**config.mk**
```make
export PLATFORM = sky130hd
export DESIGN_NAME = data_bank_arbiter
export DESIGN_NICKNAME = d
export VERILOG_FILES = /design/src/rtl/data_bank_arbiter_pkg.sv /design/src/rtl/data_bank_arbiter_id_fifo.sv /design/src/rtl/data_bank_arbiter.sv
export SDC_FILE = /design/constraint.sdc
export NUM_CORES = 1
export LEC_CHECK = 0
export BUFFER_PORTS_ARGS = -buffer_cell sky130_fd_sc_hd__buf_2
export CAP_MARGIN = 5
export CORE_AREA = 4 4 166 168
export CTS_CLUSTER_DIAMETER = 120
export CTS_CLUSTER_SIZE = 25
export DETAILED_ROUTE_END_ITERATION = 8
export DIE_AREA = 0 0 170 172
export PLACE_DENSITY = 0.5
export SYNTH_ARGS = -nofsm -noshare
export SYNTH_HDL_FRONTEND = slang
export SYNTH_SLANG_ARGS = --single-unit
```
**constraint.sdc**
```tcl
create_clock -name clk_i -period 2.2 [get_ports clk_i]
set_input_delay 0.33 -clock clk_i [delete_from_list [all_inputs] [get_ports clk_i]]
set_output_delay 0.33 -clock clk_i [all_outputs]
set_load 0.02 [all_outputs]
```
**src/rtl/data_bank_arbiter_pkg.sv**
```systemverilog
// Shared OBI field widths, master-index type and small index helpers for the
// per-bank data-memory arbiter.
package data_bank_arbiter_pkg;

    localparam int OBI_NUM_MASTER = 4;
    localparam int OBI_ADDR_WIDTH = 32;
    localparam int OBI_DATA_WIDTH = 32;
    localparam int OBI_BE_WIDTH   = OBI_DATA_WIDTH / 8;
    localparam int OBI_MAX_OUTST  = 2;

    typedef logic [$clog2(OBI_NUM_MASTER)-1:0] obi_mst_idx_t;
    typedef logic [OBI_ADDR_WIDTH-1:0]         obi_addr_t;
    typedef logic [OBI_DATA_WIDTH-1:0]         obi_data_t;
    typedef logic [OBI_BE_WIDTH-1:0]           obi_be_t;

    // Slot visited at a given offset from the round-robin base.
    function automatic int rr_slot(input int base, input int offset, input int modulus);
        return (base + offset) % modulus;
    endfunction

    // Circular pointer advance for the response-ID queue.
    function automatic int ptr_next(input int ptr, input int depth);
        return (ptr >= depth - 1) ? 0 : ptr + 1;
    endfunction

endpackage

```
**src/rtl/data_bank_arbiter_id_fifo.sv**
```systemverilog
// In-flight master-ID queue: records who was granted so bank responses,
// which come back in request order, can be routed to the right master.
module arb_id_fifo
    import data_bank_arbiter_pkg::*;
#(
    parameter int DEPTH = 2,
    parameter int WIDTH = 2
) (
    input  logic                       clk_i,
    input  logic                       rst_i,
    input  logic                       push_i,
    input  logic [WIDTH-1:0]           push_data_i,
    input  logic                       pop_i,
    output logic [WIDTH-1:0]           head_o,
    output logic [$clog2(DEPTH+1)-1:0] count_o,
    output logic                       empty_o,
    output logic                       full_o
);

    localparam int PTR_W = (DEPTH > 1) ? $clog2(DEPTH) : 1;
    localparam int CNT_W = $clog2(DEPTH + 1);

    logic [WIDTH-1:0] mem_r [DEPTH];
    logic [PTR_W-1:0] wr_ptr_r;
    logic [PTR_W-1:0] rd_ptr_r;
    logic [CNT_W-1:0] count_r;
    logic             push_ok_s;
    logic             pop_ok_s;

    // Push is legal when space exists or a pop frees a slot in the same cycle.
    always_comb begin
        empty_o   = (count_r == CNT_W'(0));
        full_o    = (count_r == CNT_W'(DEPTH));
        pop_ok_s  = pop_i && !empty_o;
        push_ok_s = push_i && (!full_o || pop_ok_s);
        head_o    = mem_r[rd_ptr_r];
        count_o   = count_r;
    end

    // Entry storage; contents are don't-care until the count covers them.
    always_ff @(posedge clk_i) begin
        if (push_ok_s) begin
            mem_r[wr_ptr_r] <= push_data_i;
        end
    end

    // Pointer and occupancy bookkeeping.
    always_ff @(posedge clk_i) begin
        if (rst_i) begin
            wr_ptr_r <= PTR_W'(0);
            rd_ptr_r <= PTR_W'(0);
            count_r  <= CNT_W'(0);
        end else begin
            if (push_ok_s) begin
                wr_ptr_r <= PTR_W'(ptr_next(int'(wr_ptr_r), DEPTH));
            end
            if (pop_ok_s) begin
                rd_ptr_r <= PTR_W'(ptr_next(int'(rd_ptr_r), DEPTH));
            end
            case ({push_ok_s, pop_ok_s})
                2'b10:   count_r <= count_r + CNT_W'(1);
                2'b01:   count_r <= count_r - CNT_W'(1);
                default: count_r <= count_r;
            endcase
        end
    end

endmodule

```
**src/rtl/data_bank_arbiter.sv**
```systemverilog
// Round-robin arbiter letting NUM_MASTER OBI requesters share one data-memory
// bank port, with in-order response routing and a sticky protocol-error flag.
module data_bank_arbiter
    import data_bank_arbiter_pkg::*;
#(
    parameter int NUM_MASTER      = OBI_NUM_MASTER,
    parameter int ADDR_WIDTH      = OBI_ADDR_WIDTH,
    parameter int DATA_WIDTH      = OBI_DATA_WIDTH,
    parameter int MAX_OUTSTANDING = OBI_MAX_OUTST
) (
    input  logic                                     clk_i,
    input  logic                                     rst_i,
    input  logic [NUM_MASTER-1:0]                    m_req_i,
    output logic [NUM_MASTER-1:0]                    m_gnt_o,
    input  logic [NUM_MASTER-1:0][ADDR_WIDTH-1:0]    m_addr_i,
    input  logic [NUM_MASTER-1:0]                    m_we_i,
    input  logic [NUM_MASTER-1:0][DATA_WIDTH/8-1:0]  m_be_i,
    input  logic [NUM_MASTER-1:0][DATA_WIDTH-1:0]    m_wdata_i,
    output logic [NUM_MASTER-1:0]                    m_rvalid_o,
    output logic [DATA_WIDTH-1:0]                    m_rdata_o,
    output logic                                     s_req_o,
    output logic [ADDR_WIDTH-1:0]                    s_addr_o,
    output logic                                     s_we_o,
    output logic [DATA_WIDTH/8-1:0]                  s_be_o,
    output logic [DATA_WIDTH-1:0]                    s_wdata_o,
    input  logic                                     s_gnt_i,
    input  logic                                     s_rvalid_i,
    input  logic [DATA_WIDTH-1:0]                    s_rdata_i,
    output logic                                     err_o
);

    localparam int IDX_W = (NUM_MASTER > 1) ? $clog2(NUM_MASTER) : 1;
    localparam int CNT_W = $clog2(MAX_OUTSTANDING + 1);

    logic [IDX_W-1:0] rr_ptr_r;
    logic [IDX_W-1:0] win_idx_s;
    logic             win_found_s;
    logic [IDX_W-1:0] head_idx_s;
    logic [CNT_W-1:0] fifo_count_s;
    logic             fifo_empty_s;
    logic             fifo_full_s;
    logic             accept_ok_s;
    logic             hs_s;
    logic             pop_s;
    logic             err_r;

    // Round-robin pick: first requester at or after rr_ptr, wrapping.
    always_comb begin
        win_found_s = 1'b0;
        win_idx_s   = IDX_W'(0);
        for (int i = 0; i < NUM_MASTER; i++) begin
            if (!win_found_s && m_req_i[rr_slot(int'(rr_ptr_r), i, NUM_MASTER)]) begin
                win_found_s = 1'b1;
                win_idx_s   = IDX_W'(rr_slot(int'(rr_ptr_r), i, NUM_MASTER));
            end else begin
                win_found_s = win_found_s;
            end
        end
    end

    // A response arriving this cycle frees a slot, so a full queue can still accept.
    always_comb begin
        accept_ok_s = (fifo_count_s < CNT_W'(MAX_OUTSTANDING)) || s_rvalid_i;
        s_req_o     = win_found_s && accept_ok_s;
        hs_s        = s_req_o && s_gnt_i;
        pop_s       = s_rvalid_i && !fifo_empty_s;
        s_addr_o    = m_addr_i[win_idx_s];
        s_we_o      = m_we_i[win_idx_s];
        s_be_o      = m_be_i[win_idx_s];
        s_wdata_o   = m_wdata_i[win_idx_s];
        m_rdata_o   = s_rdata_i;
        err_o       = err_r;
    end

    // One-hot grant and response-valid steering.
    always_comb begin
        m_gnt_o    = '0;
        m_rvalid_o = '0;
        if (hs_s) begin
            m_gnt_o[win_idx_s] = 1'b1;
        end else begin
            m_gnt_o = '0;
        end
        if (pop_s) begin
            m_rvalid_o[head_idx_s] = 1'b1;
        end else begin
            m_rvalid_o = '0;
        end
    end

    // Priority moves past the winner only on a completed handshake.
    always_ff @(posedge clk_i) begin
        if (rst_i) begin
            rr_ptr_r <= IDX_W'(0);
        end else if (hs_s) begin
            rr_ptr_r <= IDX_W'(rr_slot(int'(win_idx_s), 1, NUM_MASTER));
        end else begin
            rr_ptr_r <= rr_ptr_r;
        end
    end

    // A response with nothing in flight is a protocol violation; latch it.
    always_ff @(posedge clk_i) begin
        if (rst_i) begin
            err_r <= 1'b0;
        end else if (s_rvalid_i && fifo_empty_s) begin
            err_r <= 1'b1;
        end else begin
            err_r <= err_r;
        end
    end

    arb_id_fifo #(
        .DEPTH (MAX_OUTSTANDING),
        .WIDTH (IDX_W)
    ) u_id_fifo (
        .clk_i       (clk_i),
        .rst_i       (rst_i),
        .push_i      (hs_s),
        .push_data_i (win_idx_s),
        .pop_i       (pop_s),
        .head_o      (head_idx_s),
        .count_o     (fifo_count_s),
        .empty_o     (fifo_empty_s),
        .full_o      (fifo_full_s)
    );

endmodule

```
; After elaboration in Yosys (flattened, before gate mapping)
; Memory sizes are Yosys's and may differ from the RTL's. A register that Yosys moved wholly into a read port is not among the register bits.
; Cells that the tools add are included.
[word_totals]
ff_bits = 7
ram_bits = 4
inputBits = 316
out_inout_bits = 111
wordCells = 94
memories = 1
[classes]
add_sub_neg = 8
n_lt_le_gt_ge = 11
eq_ne = 3
mux = 40
bitwise_logic = 3
n_reduce_logical = 23
[memory_table]
columns = name, words, width, rd, rd_clocked_by_memory_dff, wr, line
row1 = u_id_fifo.mem_r, 2, 2, 1, 1, 1, data_bank_arbiter_id_fifo.sv:23  ; logic [WIDTH-1:0] mem_r [DEPTH];
[op_table]
columns = op, count
row1 = $bmux 32 s2, 2
row2 = $mux 32, 2
row3 = $mux 1, 20
row4 = $lt 3x4->1 const B, 3
row5 = $mux 4, 3
row6 = $logic_and 1x1->1, 11
row7 = $bmux 1 s2, 5
row8 = $lt 2x3->1 const B, 3
row9 = $bmux 4 s2, 1
row10 = $mux 2, 4
row11 = $add 2x1->2 const B, 3
row12 = $reduce_or 2->1, 3
row13 = $logic_not 1->1, 5
row14 = $add 2x2->2 const B, 2
row15 = $demux 1 s2, 2
row16 = $eq 2x2->1 const B, 2
row17 = $ge 2x1->1 const B, 2
row18 = $pmux 2 s2, 1
row19 = $and 1x1->1 const A, 3
row20 = $add 1x1->1 const B, 2
row21 = $eq 2x1->1 const B, 1
row22 = $ge 1x1->1 const B, 2
row23 = $logic_not 2->1, 1
row24 = $logic_or 1x1->1, 2
row25 = 3 further kinds, 3

; Longest topological paths before layout
; Gate-level depths: netlist of the first run.
[logic_depth]
ltp_word = 19
ltp_mapped = 9
mapped_depth_nobuf = 8

; Modules after synthesis
; Synthesis of the first run repeated with hierarchy kept, for this count alone.
[hier_totals]
cells_unflattened = 332
hier_area_um2 = 3296.9
[modules_own_cells]
columns = module, n_inst, cells_each, area_each_um2, seq_area_each_um2
row1 = data_bank_arbiter, 1, 300, 2927.8, 60.1
row2 = arb_id_fifo, 1, 32, 369.1, 220.2

; Least setup slack after synthesis of the first run
; Ideal clock, no wire load.
[synth_timing]
kind = input to register
startpoint = in m_req_i[2]
endpoint = reg u_id_fifo.count_r[1] (netlist: u_id_fifo.count_o[1])
setup_time_ns = 0.070
arrival_ns = 2.118
required_time_ns = 2.130
slack_ns = 0.012
stages = 8
n_path_buf = 1
cell_sequence = inv_1 > a32oi_1 > and2_1 > buf_2 > inv_1 > ha_1 > or3_1 > a21oi_1
[synth_between]
elab_chain_cells = 17
elab_cells_between_ends = 28
cone_classes = 2 x eq/ne / 16 x mux / 10 x reduce/logical
[synth_lines]
columns = item, line
row1 = from (decl), data_bank_arbiter.sv:13  ; input logic [NUM_MASTER-1:0] m_req_i,
row2 = $bmux 1 s2, data_bank_arbiter.sv:52  ; if (!win_found_s && m_req_i[rr_slot(int'(rr_ptr_r), i, NUM_MASTER)]) begin
row3 = $mux 1 (implied by the code), data_bank_arbiter.sv:52
row4 = $mux 1, data_bank_arbiter.sv:52
row5 = $logic_not 1->1, data_bank_arbiter.sv:52
row6 = $logic_and 1x1->1, data_bank_arbiter.sv:52
row7 = $mux 1, data_bank_arbiter.sv:52
row8 = $logic_not 1->1, data_bank_arbiter.sv:52
row9 = $logic_and 1x1->1, data_bank_arbiter.sv:52
row10 = [... 2 more ...], n/a
row11 = $logic_and 1x1->1, data_bank_arbiter.sv:52
row12 = $mux 1 (*), data_bank_arbiter.sv:52
row13 = $logic_and 1x1->1 (*), data_bank_arbiter.sv:64  ; s_req_o = win_found_s && accept_ok_s;
row14 = named net s_req_o, data_bank_arbiter.sv:21  ; output logic s_req_o,
row15 = $logic_and 1x1->1 (*), data_bank_arbiter.sv:65  ; hs_s = s_req_o && s_gnt_i;
row16 = $logic_and 1x1->1 (*), data_bank_arbiter_id_fifo.sv:35  ; push_ok_s = push_i && (!full_o || pop_ok_s);
row17 = $eq 2x1->1 / $eq 2x2->1 (equally long branches), data_bank_arbiter_id_fifo.sv:60  ; case ({push_ok_s, pop_ok_s})
row18 = $pmux 2 s2 / $reduce_bool 2->1 (equally long branches), n/a
row19 = to (signal assigned), data_bank_arbiter_id_fifo.sv:61  ; 2'b10: count_r <= count_r + CNT_W'(1);
row20 = to (signal assigned), data_bank_arbiter_id_fifo.sv:62  ; 2'b01: count_r <= count_r - CNT_W'(1);
row21 = to (signal assigned), data_bank_arbiter_id_fifo.sv:63  ; default: count_r <= count_r;
row22 = to (decl), data_bank_arbiter_id_fifo.sv:26  ; logic [CNT_W-1:0] count_r;
; Mark *: on every way through the listed nets, which the timed path passes. The rest lies on a longest branch. The select of a mux whose other input is x is not followed.
; A chain may end at the register's enable or synchronous reset.

; Worst setup path in the final report of the first run
[layout_timing]
startpoint = reg rr_ptr_r[0]
endpoint = out s_wdata_o[15]
[layout_between]
elab_chain_cells = 14
elab_cells_between_ends = 29
cone_classes = 3 x add/sub / 20 x mux / 6 x reduce/logical
[layout_lines]
columns = item, line
row1 = from (decl), data_bank_arbiter.sv:35  ; logic [IDX_W-1:0] rr_ptr_r;
row2 = from (signal assigned), data_bank_arbiter.sv:96  ; rr_ptr_r <= IDX_W'(rr_slot(int'(win_idx_s), 1, NUM_MASTER));
row3 = from (signal assigned), data_bank_arbiter.sv:98  ; rr_ptr_r <= rr_ptr_r;
row4 = $add 2x1->2 / $bmux 1 s2 (equally long branches), "data_bank_arbiter_pkg.sv:18, data_bank_arbiter.sv:52"
row5 = $bmux 1 s2 / $mux 1 (equally long branches), data_bank_arbiter.sv:52
row6 = $mux 1 (implied by the code), data_bank_arbiter.sv:52
row7 = $mux 1 (implied by the code) / $logic_not 1->1 (equally long branches), data_bank_arbiter.sv:52
row8 = $logic_and 1x1->1, data_bank_arbiter.sv:52
row9 = $mux 1, data_bank_arbiter.sv:52
row10 = $logic_not 1->1, data_bank_arbiter.sv:52
row11 = $logic_and 1x1->1, data_bank_arbiter.sv:52
row12 = $mux 1, data_bank_arbiter.sv:52
row13 = $logic_not 1->1, data_bank_arbiter.sv:52
row14 = $logic_and 1x1->1, data_bank_arbiter.sv:52
row15 = $mux 2 (*), data_bank_arbiter.sv:52
row16 = $bmux 32 s2 (*), data_bank_arbiter.sv:70  ; s_wdata_o = m_wdata_i[win_idx_s];
row17 = $mux 32 (implied by the code) (*), data_bank_arbiter.sv:70
row18 = to (decl), data_bank_arbiter.sv:25  ; output logic [DATA_WIDTH-1:0] s_wdata_o,
; Mark *: on every way between the ends. The rest lies on a longest branch, timed or not. The select of a mux whose other input is x is not followed.

==> results.json, run 1 <==
{
  "status": "finished with violations",
  "violations": "negative setup slack",
  "seq_power_share_pct": 9.0,
  "die-area_mm2": 0.0292,
  "setup_repair_after_global_routing_missed_its_margin": "true",
  "synth_sequential_area_ratio_pct": 8.24,
  "final_layout_size_suffix_gt1_share_pct": 64.1,
  "data_arrival_time_of_the_critical_path_ns": 1.96,
  "postSynth.topFlopCell": "sky130_fd_sc_hd__dfxtp_1",
  "postRouteAntennaNets": 0,
  "clk_path_buf_depth": 2,
  "cp_max_fo": 8,
  "yosysTopAreaCellShare_pct": 61.2,
  "syn-cell-area_mm2": 0.00340,
  "core_mm2": 0.0259,
  "tritoncts.num_buffers": 3,
  "synth_cells": 343,
  "yosys-top-cells-area": "sky130_fd_sc_hd__mux2i_1 61%, sky130_fd_sc_hd__buf_12 7.6%, sky130_fd_sc_hd__buf_4 7.5%",
  "number_of_different_library_cells_in_the_post_synthesis_netlist": 35,
  "grt_max_degree": 17,
  "finalWorstSetupSlack_ns": -0.0872,
  "grt_pass1_vias": 3903,
  "yosys.cell_count.top_type": "sky130_fd_sc_hd__mux2i_1",
  "net_count_of_the_mapped_netlist": 664,
  "final_cells": 1048,
  "critPathKind": "reg2out",
  "insertedDiodeCount": 0,
  "clockPowerShare_pct": 8.4,
  "cts_num_sinks": 12,
  "timing.final.max_slew_violations": 0,
  "clock-root-buffer": "sky130_fd_sc_hd__clkbuf_16",
  "routabilityCongestion": 0.725,
  "die_outline_width_um": 170,
  "drt_wl_total_um": 15500,
  "timing.final.hold_violations": 0,
  "routed_wire_length_per_instance_um": 14.8,
  "initial_utilization_pct": 13.1,
  "portBuffers": 362,
  "hold_class": "in2reg",
  "global_routing_usage_summed_across_all_routing_layers_pct": 9.03,
  "worstSetupStartpointType": "register",
  "synth_enable_flop_cells": 4,
  "power.share.combinational_pct": 82.6,
  "yosys_warnings": 0,
  "vias_per_cell": 3.74,
  "regToRegStartpoint": "u_id_fifo.count_o[1]",
  "synthTopCellsByCount": "208 x sky130_fd_sc_hd__mux2i_1, 34 x sky130_fd_sc_hd__buf_4, 17 x sky130_fd_sc_hd__nor2_1",
  "post-place-cells": 1026,
  "design.portCount": 427,
  "synth-async-reset-ratio_pct": 0,
  "worstHoldStart": "s_rvalid_i",
  "detailedRoute.firstIterationViolations": 43,
  "critical_path.endpoint_type": "primary output",
  "layout_worst_path_cycle_share_pct": 104,
  "worst-slew-pin-transition_ns": 0.323,
  "antenna_found_initial": 0,
  "syn-mean-instance-area_um2": 9.92,
  "post_synthesis_register_bit_count": 12,
  "synth_top_cell_by_area": "sky130_fd_sc_hd__mux2i_1",
  "critPathRequiredTime_ns": 1.87,
  "start_point_of_the_critical_path": "rr_ptr_r[0]",
  "grt_first_pass_wirelength_um": 20600,
  "floorplan.rows": 59,
  "synthToLayoutAreaGrowth_pct": 83.1,
  "power_leakage_nw": 3.18,
  "timing.final.crit_period_ns": 2.29,
  "cts.clk_slew.worst_paths_ns": 0.04,
  "worst_slew_margin_rel_pct": 78.4,
  "ctsHtreeMaxLevel": 1,
  "switching_share_pct": 43.2,
  "dr_total_vias": 3918,
  "power_density_normalized_to_cell_area_mw_per_mm2": 630,
  "fillCellCount": 2841,
  "power.ir.vdd_worst_uv": 272,
  "max_freq_mhz": 437,
  "tritoncts_clock_tree": "built",
  "dp_worst_setup_slack_ns": -0.100,
  "chipHeight_um": 172,
  "finalSetupViolations": 40,
  "nNetsFinal": 1035,
  "route.detailed.drc": 0,
  "worstSkewPairLatency_ns": 0.24,
  "drv_cap": 0,
  "global_route.overflow_total": 0,
  "dp_hpwl_um": 12100,
  "power.internal_w": 0.00223,
  "clock-skew-final_ns": 0.00290,
  "p_switching_w": 0.00170,
  "holdWs_ns": 0.361,
  "ctsHoldBuffers": 0,
  "drt_first_pass_iters": 4
}
per-layer routing:
| metal | vias up | global-route usage [%] | wire (um) |
|---|---|---|---|
| li1 | 1962 | - | - |
| met1 | 1743 | 10.0 | 5540 |
| met2 | 199 | 17.5 | 8210 |
| met3 | 14 | 2.19 | 1540 |
| met4 | 0 | 1.77 | 168 |
| met5 | - | 0 | 0 |
path summary, 6_finish.rpt:
kind | end | slack, ns | depth (start not counted)
worst min-delay path | err_o | 0.36 | 3
worst min register to register | err_o | 0.47 | 2
worst max register to register | u_id_fifo.count_o[1] | 0.38 | 6
worst max-delay path | s_wdata_o[15] | -0.09 | 8
kinds of logic after synthesis:
group	synth area share [%]
compound gates	3.24
xor+xnor	1.03
fa+ha+maj	1.84
buf+inv	20.5
flops	8.24
mux	61.2
simple gates	3.97
timing repair:
| item | 4_1_cts | 5_1_grt |
|---|---|---|
| endpoints found under the setup margin | 73 | 73 |
| pin swaps | 5 | 1 |
| resized for setup | 83 | 35 |
| setup buffers | 10 | 1 |
| gates cloned | 7 | 2 |
final cells by class:
cell class / instances / area, um^2 / share of cell area [%]
Timing Repair Buffer: 425 / 2830 / 45.4
Multi-Input combinational cell: 262 / 2580 / 41.4
Tap cell: 335 / 419 / 6.73
Sequential cell: 12 / 285 / 4.58
Clock buffer: 3 / 75.1 / 1.21
Inverter: 10 / 37.5 / 0.603
Clock inverter: 1 / 3.75 / 0.0603
layout by cell type, fill, tap and decap left out, types with 5 or more instances in the layout:
cell	instances
sky130_fd_sc_hd__buf_12	13
sky130_fd_sc_hd__buf_16	6
sky130_fd_sc_hd__buf_2	324
sky130_fd_sc_hd__buf_4	55
sky130_fd_sc_hd__buf_6	15
sky130_fd_sc_hd__buf_8	10
sky130_fd_sc_hd__clkbuf_16	5
sky130_fd_sc_hd__dfxtp_1	6
sky130_fd_sc_hd__inv_1	9
sky130_fd_sc_hd__mux2i_1	193
sky130_fd_sc_hd__mux2i_2	12
sky130_fd_sc_hd__nor2_1	15
critical path: stages, from the launching register on:
cell and delay, ns:
sky130_fd_sc_hd__dfxtp_4 0.36, sky130_fd_sc_hd__nor2b_4 0.13, sky130_fd_sc_hd__nor2_2 0.04, sky130_fd_sc_hd__o22a_4 0.30, sky130_fd_sc_hd__buf_12 0.16, sky130_fd_sc_hd__buf_16 0.15
sky130_fd_sc_hd__mux2i_1 0.13, sky130_fd_sc_hd__mux2i_2 0.23, sky130_fd_sc_hd__buf_4 0.19
power groups by stage:
stage	clock [W]	combinational (W)	sequential (W)
after floorplan	0	0.00192	0.000337
after global placement	0	0.00263	0.000352
after detailed placement	0	0.00265	0.000354
after CTS	0.000336	0.00320	0.000353
after global routing	0.000346	0.00348	0.000362
final	0.000328	0.00324	0.000354
flip-flops by register name (all words and copies together) (netlist names), named ones only:
name                cells
rr_ptr_r                2
u_id_fifo.count_o       2
u_id_fifo.rd_ptr_r      1
u_id_fifo.wr_ptr_r      1
err_o                   1
u_id_fifo.mem_r         4
metrics by stage:
step | total power, W | utilization (%) | setup TNS, ns | cell area (um^2)
after floorplan | 0.00226 | - | 0 | 3400
after global placement | 0.00299 | 20.9 | -0.120 | 5420
after CTS | 0.00389 | 23.5 | -2.30 | 6090
final | 0.00393 | 24.0 | -0.911 | 6230
after detailed placement | 0.00300 | 20.9 | -0.234 | 5420
after global routing | 0.00419 | 24.0 | -6.89 | 6230
(Power assumes the default switching activity.)
==> run 2, diff against run 1 <==
--- a/config.mk
+++ b/config.mk
@@ -8,7 +8,7 @@
 export BUFFER_PORTS_ARGS = -buffer_cell sky130_fd_sc_hd__buf_2
 export CAP_MARGIN = 5
 export CORE_AREA = 4 4 166 168
-export CTS_CLUSTER_DIAMETER = 120
+export CTS_CLUSTER_DIAMETER = 80
 export CTS_CLUSTER_SIZE = 25
 export DETAILED_ROUTE_END_ITERATION = 8
 export DIE_AREA = 0 0 170 172
==> constraint.sdc (replaced) <==
create_clock -name clk_i -period 2.8 [get_ports clk_i]
set_input_delay 0.42 -clock clk_i [delete_from_list [all_inputs] [get_ports clk_i]]
set_output_delay 0.42 -clock clk_i [all_outputs]
set_load 0.02 [all_outputs]
==> run 2 against run 1 <==
  * The flow now finishes without violations
  * Die area did not move
  * Via count fell by 6.4%
  * Combinational power fell by 40%
  * Cell area fell by 15%
  * Clock skew fell by 0.0021 ns
  * Worst setup slack improved by 0.20 ns
  * Global-route usage fell by 1.6 points
  * Clock-buffer cell count did not move
  * Final cell count fell by 3.8%
  * Total power fell by 37%
  * Utilization fell by 3.6 points
==> results.json, run 2 (synthesis results as in run 1) <==
{
  "worstSetupStartpointType": "register",
  "routed_wire_length_per_instance_um": 12.9,
  "dr_total_vias": 3669,
  "global_route.overflow_total": 0,
  "cts_repair_resize_count": 0,
  "ctsHoldBuffers": 0,
  "final_layout_size_suffix_gt1_share_pct": 58.1,
  "p_total_w": 0.00247,
  "insertedDiodeCount": 0,
  "ctsHtreeMaxLevel": 1,
  "finalSetupViolations": 0,
  "drt_first_pass_iters": 4,
  "die_outline_width_um": 170,
  "grt_first_pass_wirelength_um": 18000,
  "max_reg_flops": 4,
  "worst_slew_margin_rel_pct": 65.3,
  "grt_pass1_vias": 3672,
  "antenna_found_initial": 0,
  "final_common_cell": "sky130_fd_sc_hd__buf_2",
  "worstSkewPairLatency_ns": 0.24,
  "max_freq_mhz": 372,
  "max_flop_register": "u_id_fifo.mem_r",
  "nNetsFinal": 995,
  "tritoncts_clock_tree": "built",
  "chipHeight_um": 172,
  "cts_num_sinks": 12,
  "floorplan.rows": 59,
  "totalNegativeSetupSlack_ns": 0,
  "core_mm2": 0.0259,
  "power_density_normalized_to_cell_area_mw_per_mm2": 466,
  "cp_max_fo": 24,
  "portBuffers": 362,
  "synthToLayoutAreaGrowth_pct": 56.0,
  "power_leakage_nw": 2.82,
  "fillCellCount": 2912,
  "die-area_mm2": 0.0292,
  "cp_cell_sequence": "a21o_1 -> a21oi_1 -> o22a_4 -> buf_12 -> buf_12 -> mux2i_1 -> mux2i_1 -> buf_2",
  "vias_per_cell": 3.64,
  "power.ir.vdd_worst_uv": 200,
  "post-cts-setup-buffer-count": 0,
  "critPathKind": "reg2out",
  "worst-slew-pin-transition_ns": 0.518,
  "clock-skew-final_ns": 0.000752,
  "data_arrival_time_of_the_critical_path_ns": 2.27,
  "critPathRequiredTime_ns": 2.38,
  "initial_utilization_pct": 13.1,
  "grt_max_degree": 38,
  "tritoncts.num_buffers": 3,
  "global_routing_usage_summed_across_all_routing_layers_pct": 7.46,
  "timing.final.hold_violations": 0,
  "commonest_cells_after_routing_fill_and_taps_aside": "362 x sky130_fd_sc_hd__buf_2, 207 x sky130_fd_sc_hd__mux2i_1, 18 x sky130_fd_sc_hd__buf_4",
  "drv_cap": 0,
  "drt_wl_total_um": 13000,
  "detailedRoute.firstIterationViolations": 102,
  "cts.clk_slew.worst_paths_ns": 0.04,
  "clock-root-buffer": "sky130_fd_sc_hd__clkbuf_16",
  "setup_repair_after_global_routing_missed_its_margin": "false",
  "crit_slowest_cell": "sky130_fd_sc_hd__dfxtp_1",
  "routabilityCongestion": 0.743,
  "clk_path_buf_depth": 2,
  "critical_path.endpoint_type": "primary output",
  "delay_contributed_by_the_slowest_stage_of_the_critical_path_ns": 0.38,
  "postRouteAntennaNets": 0,
  "dp_hpwl_um": 11400,
  "layout_worst_path_cycle_share_pct": 96.0,
  "status": "finished clean",
  "design.portCount": 427,
  "hold_class": "in2reg",
  "timing.final.crit_period_ns": 2.69,
  "route.detailed.drc": 0,
  "timing.final.max_slew_violations": 0
}
## run 2: cell count changes in the layout (fill, tap and decap cells not counted), moves of 10 or more
cell	before	now
sky130_fd_sc_hd__mux2i_2	12	1
sky130_fd_sc_hd__buf_4	55	18
sky130_fd_sc_hd__buf_8	10	0
sky130_fd_sc_hd__mux2i_1	193	207
sky130_fd_sc_hd__buf_6	15	0
sky130_fd_sc_hd__buf_2	324	362
## run 2: final timing paths
kind                                           start                   end  slack [ns]  cells after the start
worst max register to register  u_id_fifo.count_o[1]  u_id_fifo.count_o[1]        0.80                      6
worst max-delay path                     rr_ptr_r[1]          s_wdata_o[8]        0.11                      8
worst min register to register                 err_o                 err_o        0.47                      2
worst min-delay path                      s_rvalid_i                 err_o        0.45                      3
## run 2: layer usage
metal  track usage (%)  up-vias  wire length (um)
li1                  -     1874                 -
met2              14.0      195              6750
met5                 0        -                 0
met1              8.43     1584              4620
met4              1.94        0               230
met3              1.81       16              1360
## run 2: power breakdown
part	total [W]	switching (W)	leakage (nW)	internal, W
Clock	0.000259	0.0000717	0.0385	0.000188
Sequential	0.000279	0.0000498	0.104	0.000230
Combinational	0.00193	0.00105	2.68	0.000887
## run 2: critical path: cells and delay by family (launching register included)
family | cells | cell delay, ns
flip-flops | 1 | 0.38
AO/OA/AOI/OAI | 3 | 0.58
buffers and inverters | 3 | 0.60
multiplexers | 2 | 0.44
## run 2: per-stage QoR
step	util, %	std cells	worst slack [ns]	hold WS, ns	cell area (um^2)
after floorplan	-	343	0.522	0.472	3400
after global placement	20.2	1004	0.239	0.449	5230
after detailed placement	20.2	1004	0.204	0.469	5230
after CTS	20.5	1008	0.105	0.455	5300
after global routing	20.5	1008	0.0350	0.477	5310
final	20.5	1008	0.111	0.452	5310
## run 2: layout make-up
class | instances | area, um^2 | area share, %
inverters | 10 | 37.5 | 0.707
clock buffers | 3 | 75.1 | 1.41
well taps | 335 | 419 | 7.90
clock inverters | 1 | 3.75 | 0.0707
multi-input cells | 262 | 2440 | 46.1
repair buffers | 385 | 2050 | 38.6
flip-flops and latches | 12 | 280 | 5.28
==> run 3, diff against run 2 <==
--- a/config.mk
+++ b/config.mk
@@ -5,14 +5,15 @@
 export SDC_FILE = /design/constraint.sdc
 export NUM_CORES = 1
 export LEC_CHECK = 0
+export ABC_AREA = 1
 export BUFFER_PORTS_ARGS = -buffer_cell sky130_fd_sc_hd__buf_2
 export CAP_MARGIN = 5
-export CORE_AREA = 4 4 166 168
+export CORE_AREA = 4 4 162 164
 export CTS_CLUSTER_DIAMETER = 80
 export CTS_CLUSTER_SIZE = 25
 export DETAILED_ROUTE_END_ITERATION = 8
-export DIE_AREA = 0 0 170 172
-export PLACE_DENSITY = 0.5
+export DIE_AREA = 0 0 166 168
+export PLACE_DENSITY = 0.58
 export SYNTH_ARGS = -nofsm -noshare
 export SYNTH_HDL_FRONTEND = slang
 export SYNTH_SLANG_ARGS = --single-unit
==> run 3 against run 2 <==
  * Utilization rose by 9.4 points
  * Die area fell by 4.6%
  * Sequential power rose by 18%
  * Critical path type unchanged
  * Final cell count rose by 63%
  * Clock power rose by 14%
  * Highest routed layer unchanged
  * First-iteration DRC count rose to 3.9 times the previous value
  * Via count rose by 100%
  * Routed wire length rose by 89%
  * Clock-buffer cell count rose by 1
  * Fmax barely moved
  * Area after synthesis rose by 44%
==> results.json, run 3 <==
{
  "max_reg_flops": 4,
  "post_synthesis_register_bit_count": 12,
  "routed_wire_length_per_instance_um": 14.9,
  "ctsHtreeMaxLevel": 1,
  "synthToLayoutAreaGrowth_pct": 52.4,
  "dr_total_vias": 7388,
  "detailedRoute.firstIterationViolations": 398,
  "routabilityCongestion": 0.949,
  "final_cells": 1646,
  "core_mm2": 0.0249,
  "die_outline_width_um": 166,
  "grt_max_degree": 64,
  "synth-async-reset-ratio_pct": 0,
  "die-area_mm2": 0.0279,
  "synthTopCellsByCount": "299 x sky130_fd_sc_hd__inv_1, 251 x sky130_fd_sc_hd__nand2_1, 148 x sky130_fd_sc_hd__nand3_1",
  "portBuffers": 362,
  "power_density_normalized_to_cell_area_mw_per_mm2": 1870,
  "syn-cell-area_mm2": 0.00489,
  "dp_hpwl_um": 17900,
  "critPathRequiredTime_ns": 2.38,
  "syn-mean-instance-area_um2": 4.89,
  "critPathKind": "reg2out",
  "nNetsFinal": 1637,
  "timing.final.max_slew_violations": 0,
  "drt_first_pass_iters": 5,
  "clk_path_buf_depth": 2,
  "synth_top_cell_by_area": "sky130_fd_sc_hd__inv_1",
  "yosys-top-cells-area": "sky130_fd_sc_hd__inv_1 23%, sky130_fd_sc_hd__nand2_1 19%, sky130_fd_sc_hd__nand4_1 18%",
  "cp_max_fo": 10,
  "initial_utilization_pct": 19.6,
  "worstSetupStartpointType": "register",
  "totalNegativeSetupSlack_ns": 0,
  "synth_cells": 1000,
  "p_switching_w": 0.00855,
  "power.internal_w": 0.00536,
  "critical_path.endpoint_type": "primary output",
  "layout_worst_path_cycle_share_pct": 96.1,
  "net_count_of_the_mapped_netlist": 1321,
  "postRouteAntennaNets": 0,
  "route.detailed.drc": 0,
  "global_route.overflow_total": 0,
  "power_leakage_nw": 5.00,
  "clock-skew-final_ns": 0.00654,
  "grt_pass1_vias": 6879,
  "synth_enable_flop_cells": 4,
  "final_common_cell": "sky130_fd_sc_hd__buf_2",
  "register_area_um2": 285,
  "ctsHoldBuffers": 0,
  "final_design_area_no_fill_mm2": 0.00745,
  "yosys.cell_count.top_type": "sky130_fd_sc_hd__inv_1",
  "drv_cap": 0,
  "worstSkewPairLatency_ns": 0.24,
  "chipHeight_um": 168,
  "finalSetupViolations": 0,
  "drt_wl_total_um": 24500,
  "placed_cell_area_mm2": 0.00691,
  "worst_slew_margin_rel_pct": 67.1,
  "number_of_different_library_cells_in_the_post_synthesis_netlist": 23,
  "synth_sequential_area_ratio_pct": 5.73,
  "switching_share_pct": 61.4,
  "seq_power_share_pct": 2.4,
  "final_layout_size_suffix_gt1_share_pct": 34.0,
  "hold_class": "in2reg",
  "cts_num_sinks": 12,
  "multi_input_area_mm2": 0.00288,
  "global_routing_usage_summed_across_all_routing_layers_pct": 14.3,
  "yosys_warnings": 0,
  "status": "finished clean",
  "worst-slew-pin-transition_ns": 0.493,
  "antenna_found_initial": 1,
  "data_arrival_time_of_the_critical_path_ns": 2.27,
  "design.portCount": 427,
  "max_freq_mhz": 372,
  "post-route-util_pct": 29.9,
  "max_flop_register": "u_id_fifo.mem_r",
  "floorplan.rows": 58,
  "timing.final.crit_period_ns": 2.69,
  "commonest_cells_after_routing_fill_and_taps_aside": "359 x sky130_fd_sc_hd__buf_2, 297 x sky130_fd_sc_hd__inv_1, 246 x sky130_fd_sc_hd__nand2_1",
  "vias_per_cell": 4.49,
  "tritoncts.num_buffers": 3,
  "clockPowerShare_pct": 2.1,
  "timing.final.hold_violations": 0,
  "postSynth.topFlopCell": "sky130_fd_sc_hd__dfxtp_1",
  "power.ir.vdd_worst_uv": 785,
  "power.share.combinational_pct": 95.5,
  "clock-root-buffer": "sky130_fd_sc_hd__clkbuf_16",
  "yosysTopAreaCellShare_pct": 23.0,
  "post-place-cells": 1618,
  "cts.clk_slew.worst_paths_ns": 0.05,
  "grt_first_pass_wirelength_um": 33900,
  "p_total_w": 0.0139,
  "fillCellCount": 2875,
  "tritoncts_clock_tree": "built"
}
run 3: cell types whose count changed in the layout (fill, tap and decap cells not counted), sizes merged, moves of 3 or more:
cell,previous run,this run
buf,385,410
o21ai,2,6
clkbuf,3,12
and3,5,0
nand2,1,253
nand3,1,150
mux2i,208,1
nand4,0,138
nor2,17,14
inv,10,302
run 3: kinds of logic (layout without fill, tap and decap cells):
| kind of cell | Yosys count | after routing | share of synthesized area, % |
|---|---|---|---|
| AO/OA/AOI/OAI | 14 | 14 | 1.46 |
| adder cells (fa/ha/maj) | 5 | 5 | 1.28 |
| buffers and inverters | 410 | 725 | 37.0 |
| flip-flops | 12 | 12 | 5.73 |
| multiplexers | 1 | 1 | 0.205 |
| other | 0 | 1 | 0 |
| AND/OR/NAND/NOR | 558 | 558 | 54.3 |
run 3: path summary, 6_finish.rpt:
kind	start	to	slack [ns]	depth (start not counted)
setup / recovery	rr_ptr_r[0]	s_addr_o[5]	0.11	15
hold / removal	rst_i	rr_ptr_r[1]	0.43	2
setup reg to reg	rr_ptr_r[0]	u_id_fifo.count_o[1]	0.52	14
hold reg to reg	u_id_fifo.rd_ptr_r	register	0.45	1
run 3: power by group through the flow:
stage	logic [W]	registers (W)	clock network (W)
5_1_grt	0.0144	0.000337	0.000302
4_1_cts	0.0117	0.000324	0.000295
3_5_place_dp	0.0117	0.000326	0
2_1_floorplan	0.00790	0.000305	0
3_3_place_gp	0.0117	0.000322	0
6_report	0.0133	0.000329	0.000294
run 3: final cells by class:
type	count	share of cell area (%)
Tap cell	330	5.54
Sequential cell	12	3.83
Antenna cell	1	0.0336
Inverter	302	15.4
Timing Repair Buffer	418	35.2
Timing Repair inverter	1	0.118
Clock buffer	4	1.19
Multi-Input combinational cell	578	38.6
run 3: metrics by stage:
stage,hold WS (ns),worst slack [ns]
2_1_floorplan,0.425,0.453
3_3_place_gp,0.440,0.0916
3_5_place_dp,0.443,0.102
4_1_cts,0.414,0.000823
5_1_grt,0.440,-0.0305
6_report,0.425,0.110
run 3: what timing repair did:
item	CTS	global route
setup buffers	0	12
resized for setup	2	25
cloned	0	11
endpoints found under the setup margin	66	72
pin swaps	0	4
run 3: layer usage:
metal / GRT usage [%] / vias up / wire [um]
li1: - / 3696 / -
met2: 25.3 / 373 / 12000
met1: 16.9 / 3269 / 9490
met4: 5.27 / 0 / 769
met3: 3.29 / 50 / 2180
met5: 0 / - / 0
run 3: worst max-delay path, stage by stage (launching register included):
cell and delay (ns):
sky130_fd_sc_hd__dfxtp_4 0.37, sky130_fd_sc_hd__buf_4 0.15, sky130_fd_sc_hd__nand2_1 0.07, sky130_fd_sc_hd__nand2_2 0.08, sky130_fd_sc_hd__nand2_1 0.06, sky130_fd_sc_hd__nand2_1 0.06
sky130_fd_sc_hd__nand2_2 0.09, sky130_fd_sc_hd__nand2_2 0.07, sky130_fd_sc_hd__nand2_4 0.14, sky130_fd_sc_hd__nand3_4 0.15, sky130_fd_sc_hd__buf_12 0.19, sky130_fd_sc_hd__buf_12 0.14
sky130_fd_sc_hd__nand2_1 0.06, sky130_fd_sc_hd__nand3_1 0.11, sky130_fd_sc_hd__nand2_1 0.10, sky130_fd_sc_hd__buf_2 0.16
